### src/rtl/mem_pattern_tester_if.sv
// Word-addressed request/ack memory bus shared by the pattern tester (master)
// and the memory controller under test (slave).
interface mem_pattern_tester_if #(
  parameter int ADDR_WIDTH = 20,
  parameter int DATA_WIDTH = 32
);
  logic                  mem_req;
  logic                  mem_we;
  logic [ADDR_WIDTH-1:0] mem_addr;
  logic [DATA_WIDTH-1:0] mem_wdata;
  logic                  mem_ack;
  logic [DATA_WIDTH-1:0] mem_rdata;

  modport master (
    output mem_req, mem_we, mem_addr, mem_wdata,
    input  mem_ack, mem_rdata
  );

  modport slave (
    input  mem_req, mem_we, mem_addr, mem_wdata,
    output mem_ack, mem_rdata
  );
endinterface

### src/rtl/mem_pattern_tester.sv
// Memory self-test engine: write-then-readback pattern pass or read-only
// checksum pass over an inclusive word range, with timeout and abort.
module mem_pattern_tester #(
  parameter int ADDR_WIDTH     = 20,
  parameter int DATA_WIDTH     = 32,
  parameter int TIMEOUT_CYCLES = 1024,
  parameter int ERR_CNT_WIDTH  = 16
) (
  input  logic                     clk,
  input  logic                     rst,
  input  logic                     start_i,
  input  logic                     abort_i,
  input  logic [1:0]               mode_i,
  input  logic [DATA_WIDTH-1:0]    seed_i,
  input  logic [ADDR_WIDTH-1:0]    start_addr_i,
  input  logic [ADDR_WIDTH-1:0]    end_addr_i,
  mem_pattern_tester_if.master     mem,
  output logic                     busy_o,
  output logic                     done_o,
  output logic [1:0]               status_o,
  output logic [ERR_CNT_WIDTH-1:0] err_count_o,
  output logic [ADDR_WIDTH-1:0]    first_err_addr_o,
  output logic [DATA_WIDTH-1:0]    first_err_data_o,
  output logic [DATA_WIDTH-1:0]    checksum_o
);

  localparam int TW = $clog2(TIMEOUT_CYCLES + 1);

  typedef enum logic [1:0] {
    MODE_ADDR     = 2'd0,
    MODE_WALK     = 2'd1,
    MODE_CHECKER  = 2'd2,
    MODE_CHECKSUM = 2'd3
  } mode_e;

  typedef enum logic [1:0] {
    ST_PASS     = 2'd0,
    ST_MISMATCH = 2'd1,
    ST_TIMEOUT  = 2'd2,
    ST_ABORT    = 2'd3
  } status_e;

  typedef enum logic [2:0] {
    S_IDLE,
    S_WRITE,
    S_GAP_W,
    S_READ,
    S_GAP_R,
    S_DONE
  } state_e;

  function automatic logic [DATA_WIDTH-1:0] pattern(
    input mode_e                 m,
    input logic [ADDR_WIDTH-1:0] a,
    input logic [DATA_WIDTH-1:0] s
  );
    logic [DATA_WIDTH-1:0] base;
    case (m)
      MODE_ADDR: base = DATA_WIDTH'(a);
      MODE_WALK: base = DATA_WIDTH'(1) << (a % ADDR_WIDTH'(DATA_WIDTH));
      default:   base = a[0] ? '1 : '0;
    endcase
    return base ^ s;
  endfunction

  state_e                  state_q, state_d;
  mode_e                   mode_q, mode_d;
  logic [DATA_WIDTH-1:0]   seed_q, seed_d;
  logic [ADDR_WIDTH-1:0]   start_addr_q, start_addr_d;
  logic [ADDR_WIDTH-1:0]   end_addr_q, end_addr_d;
  logic [ADDR_WIDTH-1:0]   cur_addr_q, cur_addr_d;
  logic [TW-1:0]           tmo_q, tmo_d;
  logic                    last_q, last_d;
  status_e                 status_q, status_d;
  logic [ERR_CNT_WIDTH-1:0] err_count_q, err_count_d;
  logic [ADDR_WIDTH-1:0]   first_err_addr_q, first_err_addr_d;
  logic [DATA_WIDTH-1:0]   first_err_data_q, first_err_data_d;
  logic [DATA_WIDTH-1:0]   checksum_q, checksum_d;

  logic                    req_active;
  logic                    tmo_expired;
  logic                    at_end;
  logic [DATA_WIDTH-1:0]   pat_data;

  assign req_active  = (state_q == S_WRITE) || (state_q == S_READ);
  assign tmo_expired = (tmo_q == TW'(TIMEOUT_CYCLES - 1));
  assign at_end      = (cur_addr_q == end_addr_q);
  assign pat_data    = pattern(mode_q, cur_addr_q, seed_q);

  // NOTE: every variable written here gets its hold value first, so no path
  // through the case statements can leave one unassigned and infer a latch.
  always_comb begin
    state_d          = state_q;
    mode_d           = mode_q;
    seed_d           = seed_q;
    start_addr_d     = start_addr_q;
    end_addr_d       = end_addr_q;
    cur_addr_d       = cur_addr_q;
    last_d           = last_q;
    status_d         = status_q;
    err_count_d      = err_count_q;
    first_err_addr_d = first_err_addr_q;
    first_err_data_d = first_err_data_q;
    checksum_d       = checksum_q;
    // The wait counter restarts whenever mem_req is low, i.e. on every rise.
    tmo_d            = req_active ? tmo_q + TW'(1) : '0;

    case (state_q)
      S_IDLE: begin
        if (start_i) begin
          mode_d           = mode_e'(mode_i);
          seed_d           = seed_i;
          start_addr_d     = start_addr_i;
          end_addr_d       = end_addr_i;
          cur_addr_d       = start_addr_i;
          last_d           = 1'b0;
          status_d         = ST_PASS;
          err_count_d      = '0;
          first_err_addr_d = '0;
          first_err_data_d = '0;
          checksum_d       = '0;
          if (end_addr_i < start_addr_i) begin
            status_d = ST_ABORT;
            state_d  = S_DONE;
          end else if (mode_e'(mode_i) == MODE_CHECKSUM) begin
            state_d = S_READ;
          end else begin
            state_d = S_WRITE;
          end
        end
      end

      S_WRITE: begin
        if (abort_i) begin
          status_d = ST_ABORT;
          state_d  = S_DONE;
        end else if (mem.mem_ack) begin
          if (at_end) begin
            cur_addr_d = start_addr_q;
            state_d    = S_GAP_R;
          end else begin
            cur_addr_d = cur_addr_q + ADDR_WIDTH'(1);
            state_d    = S_GAP_W;
          end
        end else if (tmo_expired) begin
          status_d = ST_TIMEOUT;
          state_d  = S_DONE;
        end
      end

      S_GAP_W: begin
        if (abort_i) begin
          status_d = ST_ABORT;
          state_d  = S_DONE;
        end else begin
          state_d = S_WRITE;
        end
      end

      S_READ: begin
        if (abort_i) begin
          status_d = ST_ABORT;
          state_d  = S_DONE;
        end else if (mem.mem_ack) begin
          checksum_d = checksum_q + mem.mem_rdata;
          if (mode_q != MODE_CHECKSUM && mem.mem_rdata != pat_data) begin
            if (err_count_q == '0) begin
              first_err_addr_d = cur_addr_q;
              first_err_data_d = mem.mem_rdata;
            end
            if (err_count_q != '1) begin
              err_count_d = err_count_q + ERR_CNT_WIDTH'(1);
            end
          end
          // The last read still pays its gap cycle before DONE.
          if (at_end) begin
            last_d = 1'b1;
          end else begin
            cur_addr_d = cur_addr_q + ADDR_WIDTH'(1);
          end
          state_d = S_GAP_R;
        end else if (tmo_expired) begin
          status_d = ST_TIMEOUT;
          state_d  = S_DONE;
        end
      end

      S_GAP_R: begin
        if (abort_i) begin
          status_d = ST_ABORT;
          state_d  = S_DONE;
        end else if (last_q) begin
          status_d = (err_count_q != '0) ? ST_MISMATCH : ST_PASS;
          state_d  = S_DONE;
        end else begin
          state_d = S_READ;
        end
      end

      S_DONE: begin
        state_d = S_IDLE;
      end

      default: begin
        state_d = S_IDLE;
      end
    endcase
  end

  // NOTE: sequential state uses non-blocking assignments so every register
  // updates from the values present before the clock edge.
  always_ff @(posedge clk) begin
    if (rst) begin
      state_q          <= S_IDLE;
      mode_q           <= MODE_ADDR;
      seed_q           <= '0;
      start_addr_q     <= '0;
      end_addr_q       <= '0;
      cur_addr_q       <= '0;
      tmo_q            <= '0;
      last_q           <= 1'b0;
      status_q         <= ST_PASS;
      err_count_q      <= '0;
      first_err_addr_q <= '0;
      first_err_data_q <= '0;
      checksum_q       <= '0;
    end else begin
      state_q          <= state_d;
      mode_q           <= mode_d;
      seed_q           <= seed_d;
      start_addr_q     <= start_addr_d;
      end_addr_q       <= end_addr_d;
      cur_addr_q       <= cur_addr_d;
      tmo_q            <= tmo_d;
      last_q           <= last_d;
      status_q         <= status_d;
      err_count_q      <= err_count_d;
      first_err_addr_q <= first_err_addr_d;
      first_err_data_q <= first_err_data_d;
      checksum_q       <= checksum_d;
    end
  end

  // Bus outputs decode from state so reset or abort drops mem_req at once.
  assign mem.mem_req   = req_active;
  assign mem.mem_we    = (state_q == S_WRITE);
  assign mem.mem_addr  = req_active ? cur_addr_q : '0;
  assign mem.mem_wdata = (state_q == S_WRITE) ? pat_data : '0;

  assign busy_o           = (state_q != S_IDLE) && (state_q != S_DONE);
  assign done_o           = (state_q == S_DONE);
  assign status_o         = status_q;
  assign err_count_o      = err_count_q;
  assign first_err_addr_o = first_err_addr_q;
  assign first_err_data_o = first_err_data_q;
  assign checksum_o       = checksum_q;

endmodule

### src/flat_wrapper.sv
// flat-port wrapper written by rule: the top's interface ports become plain ports
module mem_pattern_tester_flat 
#(
  parameter int ADDR_WIDTH     = 20,
  parameter int DATA_WIDTH     = 32,
  parameter int TIMEOUT_CYCLES = 1024,
  parameter int ERR_CNT_WIDTH  = 16
)
  (clk, rst, start_i, abort_i, mode_i, seed_i, start_addr_i, end_addr_i, busy_o, done_o, status_o, err_count_o, first_err_addr_o, first_err_data_o, checksum_o, mem_mem_req, mem_mem_we, mem_mem_addr, mem_mem_wdata, mem_mem_ack, mem_mem_rdata);
  mem_pattern_tester_if #(.ADDR_WIDTH(ADDR_WIDTH), .DATA_WIDTH(DATA_WIDTH)) mem_i ();
  input  logic clk;
  input  logic rst;
  input  logic start_i;
  input  logic abort_i;
  input  logic [1:0] mode_i;
  input  logic [DATA_WIDTH-1:0] seed_i;
  input  logic [ADDR_WIDTH-1:0] start_addr_i;
  input  logic [ADDR_WIDTH-1:0] end_addr_i;
  output logic busy_o;
  output logic done_o;
  output logic [1:0] status_o;
  output logic [ERR_CNT_WIDTH-1:0] err_count_o;
  output logic [ADDR_WIDTH-1:0] first_err_addr_o;
  output logic [DATA_WIDTH-1:0] first_err_data_o;
  output logic [DATA_WIDTH-1:0] checksum_o;
  output wire logic [$bits(mem_i.mem_req)-1:0] mem_mem_req;
  output wire logic [$bits(mem_i.mem_we)-1:0] mem_mem_we;
  output wire logic [$bits(mem_i.mem_addr)-1:0] mem_mem_addr;
  output wire logic [$bits(mem_i.mem_wdata)-1:0] mem_mem_wdata;
  input wire logic [$bits(mem_i.mem_ack)-1:0] mem_mem_ack;
  input wire logic [$bits(mem_i.mem_rdata)-1:0] mem_mem_rdata;
  assign mem_mem_req = mem_i.mem_req;
  assign mem_mem_we = mem_i.mem_we;
  assign mem_mem_addr = mem_i.mem_addr;
  assign mem_mem_wdata = mem_i.mem_wdata;
  assign mem_i.mem_ack = mem_mem_ack;
  assign mem_i.mem_rdata = mem_mem_rdata;
  mem_pattern_tester #(.ADDR_WIDTH(ADDR_WIDTH), .DATA_WIDTH(DATA_WIDTH), .TIMEOUT_CYCLES(TIMEOUT_CYCLES), .ERR_CNT_WIDTH(ERR_CNT_WIDTH)) u_core (.clk(clk), .rst(rst), .start_i(start_i), .abort_i(abort_i), .mode_i(mode_i), .seed_i(seed_i), .start_addr_i(start_addr_i), .end_addr_i(end_addr_i), .mem(mem_i), .busy_o(busy_o), .done_o(done_o), .status_o(status_o), .err_count_o(err_count_o), .first_err_addr_o(first_err_addr_o), .first_err_data_o(first_err_data_o), .checksum_o(checksum_o));
endmodule
### config.mk
export PLATFORM = sky130hd
export DESIGN_NAME = mem_pattern_tester_flat
export DESIGN_NICKNAME = d
export VERILOG_FILES = /design/src/rtl/mem_pattern_tester_if.sv /design/src/rtl/mem_pattern_tester.sv /design/src/flat_wrapper.sv
export SDC_FILE = /design/constraint.sdc
export NUM_CORES = 1
export LEC_CHECK = 0
export CORE_ASPECT_RATIO = 0.9
export CORE_MARGIN = 2
export CORE_UTILIZATION = 53
export CTS_CLUSTER_SIZE = 25
export DETAILED_ROUTE_END_ITERATION = 7
export PLACE_DENSITY = 0.87
export SYNTH_ARGS = -nofsm -noshare
export SYNTH_HDL_FRONTEND = slang
export SYNTH_SLANG_ARGS = --single-unit
### constraint.sdc
create_clock -name clk -period 4.3 [get_ports clk]
set_input_delay 0.43 -clock clk [delete_from_list [all_inputs] [get_ports clk]]
set_output_delay 0.43 -clock clk [all_outputs]
set_load 0.02 [all_outputs]
; ---- Word-level counts from Yosys, hierarchy flattened
; Index checks and enable logic that the tools add are counted.
[totals]
ff_bits = 211
in_bits = 111
output_inout_bits = 158
wordCells = 129
[classes]
n_addsub = 4
n_lt_le_gt_ge = 1
eq_ne = 27
shifts = 1
muxes = 61
bitwise = 2
reduce_logical = 20
[ops]
columns = op, n
row1 = 32-bit two-way mux, 9
row2 = 20-bit two-way mux, 13
row3 = 32-bit one-hot mux with 2 select lines, 3
row4 = 16-bit two-way mux, 5
row5 = 20-bit one-hot mux with 3 select lines, 1
row6 = 20-bit one-hot mux with 2 select lines, 1
row7 = 3-bit two-way mux, 11
row8 = 32-bit adder, 1
row9 = 32-bit inequality test, 1
row10 = 16-bit one-hot mux with 2 select lines, 1
row11 = 1-bit by 5-bit << shifter with 32-bit output (first input constant), 1
row12 = 32-bit bitwise XOR, 1
row13 = 20-bit by 1-bit adder with 20-bit output (second input constant), 1
row14 = 20-bit equality test, 1
row15 = 20-bit < comparator, 1
row16 = 2-bit inequality test (second input constant), 10
row17 = 2-bit two-way mux, 9
row18 = 6-bit AND reduction, 3
row19 = 16-bit by 1-bit adder with 16-bit output (second input constant), 1
row20 = 16-bit logical NOT, 1
row21 = 16-bit inequality test (second input constant), 1
row22 = 16-bit nonzero test, 1
row23 = 3-bit one-hot mux with 5 select lines, 1
row24 = 11-bit by 1-bit adder with 11-bit output (second input constant), 1
row25 = other kinds (26), 37

; ---- Logic depth before layout (Yosys ltp)
[logic_depth]
word_depth = 9
mapped_depth = 16
ltp_nobuf = 12

; ---- Least setup slack after synthesis
; OpenSTA, ideal clock, no wires.
[synth_timing]
kind = flip-flop to flip-flop
from = reg u_core.cur_addr_q[2]
to = reg u_core.first_err_data_q[21] (netlist: u_core.first_err_data_o[21])
setup_ns = 0.128
arrival_time_ns = 3.556
required_time_ns = 4.172
slack_ns = 0.616
stages_incl_launch_ff = 17
n_path_buf = 4
synth_period_minus_slack_ns = 3.684
path_cell_list = dfxtp_1 -> clkbuf_1 -> clkbuf_1 -> inv_1 -> ha_1 -> and3b_1 -> o311ai_1 -> xor2_1 -> a2111oi_0 -> nand4_1 -> nor4_4 -> a211oi_2 -> and2_1 -> buf_2 -> buf_6 -> a22oi_2 -> nor2_1
[synth_via]
elab_chain_len = 7
[synth_rtl]
columns = element, line
row1 = start: declaration, mem_pattern_tester.sv:71  ; logic [ADDR_WIDTH-1:0] cur_addr_q, cur_addr_d;
row2 = start signal: assignment, mem_pattern_tester.sv:233  ; cur_addr_q <= cur_addr_d;
row3 = 1-bit by 5-bit << shifter with 32-bit output, mem_pattern_tester.sv:60  ; MODE_WALK: base = DATA_WIDTH'(1) << (a % ADDR_WIDTH'(DATA_WIDTH));
row4 = 32-bit one-hot mux with 2 select lines (*), mem_pattern_tester.sv:58  ; case (m)
row5 = 32-bit bitwise XOR (*), mem_pattern_tester.sv:63  ; return base ^ s;
row6 = 32-bit inequality test (*), mem_pattern_tester.sv:166  ; if (mode_q != MODE_CHECKSUM && mem.mem_rdata != pat_data) begin
row7 = 1-bit logical AND (*), mem_pattern_tester.sv:166
row8 = 2-bit inequality test (no line) (*), --
row9 = 6-bit AND reduction (no line) (*), --
row10 = end signal: assignment, mem_pattern_tester.sv:239  ; first_err_data_q <= first_err_data_d;
row11 = end: declaration, mem_pattern_tester.sv:77  ; logic [DATA_WIDTH-1:0] first_err_data_q, first_err_data_d;
; Mark *: on every way between the ends. The rest lies on a longest branch, timed or not.
; A chain may end at the register's enable or synchronous reset.

; ---- Final worst setup path
[layout_timing]
from = reg u_core.mode_q[0]
to = reg u_core.first_err_data_q[31] (netlist: u_core.first_err_data_o[31])
[layout_via]
elab_chain_len = 7
elab_cells_between_ends = 9
classes_between = eq/ne: 4 / mux: 1 / bitwise: 1 / reduce/logical: 3
[layout_rtl]
columns = element, line
row1 = start: declaration, mem_pattern_tester.sv:67  ; mode_e mode_q, mode_d;
row2 = start signal: assignment, mem_pattern_tester.sv:229  ; mode_q <= mode_d;
row3 = 2-bit by 1-bit equality test with 1-bit output / 2-bit logical NOT (equally long branches), mem_pattern_tester.sv:58
row4 = 32-bit one-hot mux with 2 select lines, mem_pattern_tester.sv:58
row5 = 32-bit bitwise XOR, mem_pattern_tester.sv:63
row6 = 32-bit inequality test, mem_pattern_tester.sv:166
row7 = 1-bit logical AND (*), mem_pattern_tester.sv:166
row8 = 2-bit inequality test (no line) (*), --
row9 = 6-bit AND reduction (no line) (*), --
; Marks and branches as above.

==> impl_metrics.toml <==
[layout]
final_common_cell = "clkdlybuf4s50_1"
design_area_um2 = 17200
area_growth_syn_to_layout_pct = 28.0
final_cell_mix = "clkdlybuf4s50_1, nand2_1, dfxtp_1"
finalNetCount = 2102
drive_gt1_share_pct = 7.50
num_antenna_cells = 0

[clock_network]
post_cts_buffers = 0
clockBufferDepth = 3
cts.sinks = 211
clk_pin_slew_worst_paths_ns = 0.06
cts_hold_buffers = 0
numCtsBuffers = 24
cts_resized = 0
h-tree-depth = 1
clock-root-buffer = "clkbuf_16"
clk-insertion-delay-late_ns = 0.54
cts_tree = "built"

[setup_path]
r2r_cells = 13
worstReg2RegStart = "u_core.mode_q[0]$_SDFFE_PP0P_"
crit_path_max_fanout = 32
crit_path_cell_trace = "buf_4, nand4b_2, nand3_1, a21oi_1, or4_1, or4_4, nor4_4, a211oi_2, buf_4, nor2_4, buf_12, a22oi_1, nor2_1"
crit_path_start_kind = "flop"
path_depth = 13
crit_family = "simple AND/OR/NAND/NOR gates"
slowest_stage = "dfxtp_1"
path_class = "flop to flop"
cp_common_cell = "buf_4"
crit_buf_inv = 3
end_kind = "flop"
required_ns = 4.76
arrival_ns = 4.56
slowest_delay_ns = 0.64
cp-startpoint = "u_core.mode_q[0]$_SDFFE_PP0P_"

[floorplanning]
num_io_pins = 269
core_area_um2 = 25000
start_util_pct = 53.6
die_w_um = 172
die_h_um = 155
rows = 55
dieArea_um2 = 26600

[grt]
grt_pass1_wl_um = 72500
grt-ovfl-total = 0
antenna_found_initial = 0
grt_pass1_vias = 13321
grt_max_degree = 92
grt.total_usage_pct = 34.3

[sta]
slew_violations = 0
finalSetupViolCount = 0
layout_min_cycle_time_ns = 4.10
finalHoldViolCount = 0
finClkSkew_ns = 0.0113
hold_ws_ns = 0.439
fin_tns_setup_ns = 0
period_share_pct = 95.4
slew_headroom_pct = 18.3
fmax_ghz = 0.244
rsz0062_at_grt = "no"
tightestPinTransition_ns = 1.23

[synth]
synth-main-ff-cell = "dfxtp_1"
synth.ff_latch_count = 211
synth-seq-area-share_pct = 31.5
synth_fp_nets = 1885
avgSynthCellArea_um2 = 7.82
synth_area_um2 = 13400
synthDistinctLibCells = 88
yosys_warnings = 0
async_flop_share_pct = 0
synth_edf_count = 0
netlist_instances = 1714

[status]
status = "completed"

[routing]
dr_total_vias = 14172
ant_nets = 0
viasPerCell = 6.19
drt_first_pass_iters = 6
finalWirelength_um = 47100
post_drt_wl_per_cell_um = 20.6
first_iter_violations = 1782
drc = 0

[power]
power.internal_mw = 4.01
pwr-share-comb_pct = 31.6
p_leak_nw = 6.51
pwr-share-seq_pct = 36.3
clkPwrFrac_pct = 32.1
p_sw_share_pct = 36.4
powerDensity_nw_per_um2 = 367
switching_power_mw = 2.30
max-vdd-ir-drop_mv = 0.301
power_mw = 6.30

[placement]
portBuffers = 268
dpl_cell_area_um2 = 16400
dp_hpwl_um = 34200
finalWeightedCongestion = 1.01

[worst_hold_path]
min_from = "seed_i[30]"
hp-class = "primary input to flop"
hold_depth = 3

[flow_run]
maxCapViolCount = 0
-- registers in the layout (all words and copies together) (netlist names) --
name                     count
u_core.last_q                1
u_core.state_q               3
u_core.tmo_q                11
u_core.cur_addr_q           20
u_core.end_addr_q           20
u_core.mode_q                2
u_core.first_err_data_o     32
u_core.err_count_o          16
u_core.checksum_o           32
u_core.first_err_addr_o     20
u_core.status_o              2
u_core.seed_q               32
u_core.start_addr_q         20
-- through the flow --
stage | utilization, % | std cells | worst slack (ns)
after detailed placement | 65.5 | 2247 | 0.0705
after floorplan | - | 1714 | 0.616
final | 68.7 | 2288 | 0.197
after global routing | 68.7 | 2288 | 0.0215
after global placement | 65.5 | 2247 | 0.230
after CTS | 68.6 | 2288 | 0.0922
-- cell type report --
type	count	area, µm²
timing repair buffer	313	3040
inverter	51	191
clock buffer	34	708
clock inverter	7	73.8
fill	2011	7830
tap	342	428
multi-input combinational	1330	8480
sequential	211	4220
-- cell families (layout without fill, tap and decap cells) --
family	after synthesis	in the layout	share of synthesized area, %
simple gates	634	634	22.4
compound gates	493	493	25.2
flops	211	211	31.5
buf+inv	173	405	5.40
xor+xnor	130	130	8.91
fa+ha+maj	60	60	5.66
mux	13	13	0.981
-- synthesized netlist by cell type, types with 18 or more instances --
library cell / count / share of area (%)
nor2_1: 176 / 4.9
ha_1: 59 / 5.5
a21oi_1: 178 / 6.6
a22oi_2: 30 / 2.8
and2_1: 24 / 1.1
xor2_1: 56 / 3.7
clkbuf_1: 82 / 2.3
nand4_1: 19 / 0.89
o21ai_0: 64 / 2.4
nand3_1: 33 / 1.2
o211ai_1: 31 / 1.7
dfxtp_1: 211 / 32
nor2b_1: 18 / 0.84
a22oi_1: 42 / 2.4
nand2_1: 242 / 6.8
and3_1: 20 / 0.93
inv_1: 48 / 1.3
a21o_1: 24 / 1.3
xnor2_1: 70 / 4.6
-- worst register-to-register path, stage by stage (launching register included) --
cell	delay, ns
dfxtp_1	0.64
buf_4	0.28
nand4b_2	0.26
nand3_1	0.20
a21oi_1	0.08
or4_1	0.52
or4_4	0.50
nor4_4	0.42
a211oi_2	0.14
buf_4	0.24
nor2_4	0.16
buf_12	0.27
a22oi_1	0.16
nor2_1	0.15
-- power by group through the flow --
stage,Clock (mW),Combinational (mW),Sequential [mW]
3_3_place_gp,0,1.89,2.31
5_1_grt,2.12,2.14,2.30
2_1_floorplan,0,1.32,2.21
6_report,2.02,1.99,2.29
4_1_cts,2.03,1.95,2.27
3_5_place_dp,0,1.93,2.31
-- per-layer routing --
layer / wire, µm / global-route usage (%) / share of wire [%]
met1: 18800 / 45.6 / 40
met2: 21400 / 55.5 / 45
met3: 4800 / 5.48 / 10
met4: 2150 / 13.8 / 4.6
met5: 0 / 0 / 0
-- final timing paths --
| check | end | slack [ns] |
|---|---|---|
| worst min register to register | u_core.first_err_addr_o[14]$_SDFFE_PP0P_ | 0.45 |
| worst max register to register | u_core.first_err_data_o[31]$_SDFFE_PP0P_ | 0.20 |
| worst min-delay path | u_core.seed_q[30]$_SDFFE_PP0P_ | 0.44 |
| worst max-delay path | u_core.first_err_data_o[31]$_SDFFE_PP0P_ | 0.20 |
Note: power is estimated with default switching activity, not from simulation.
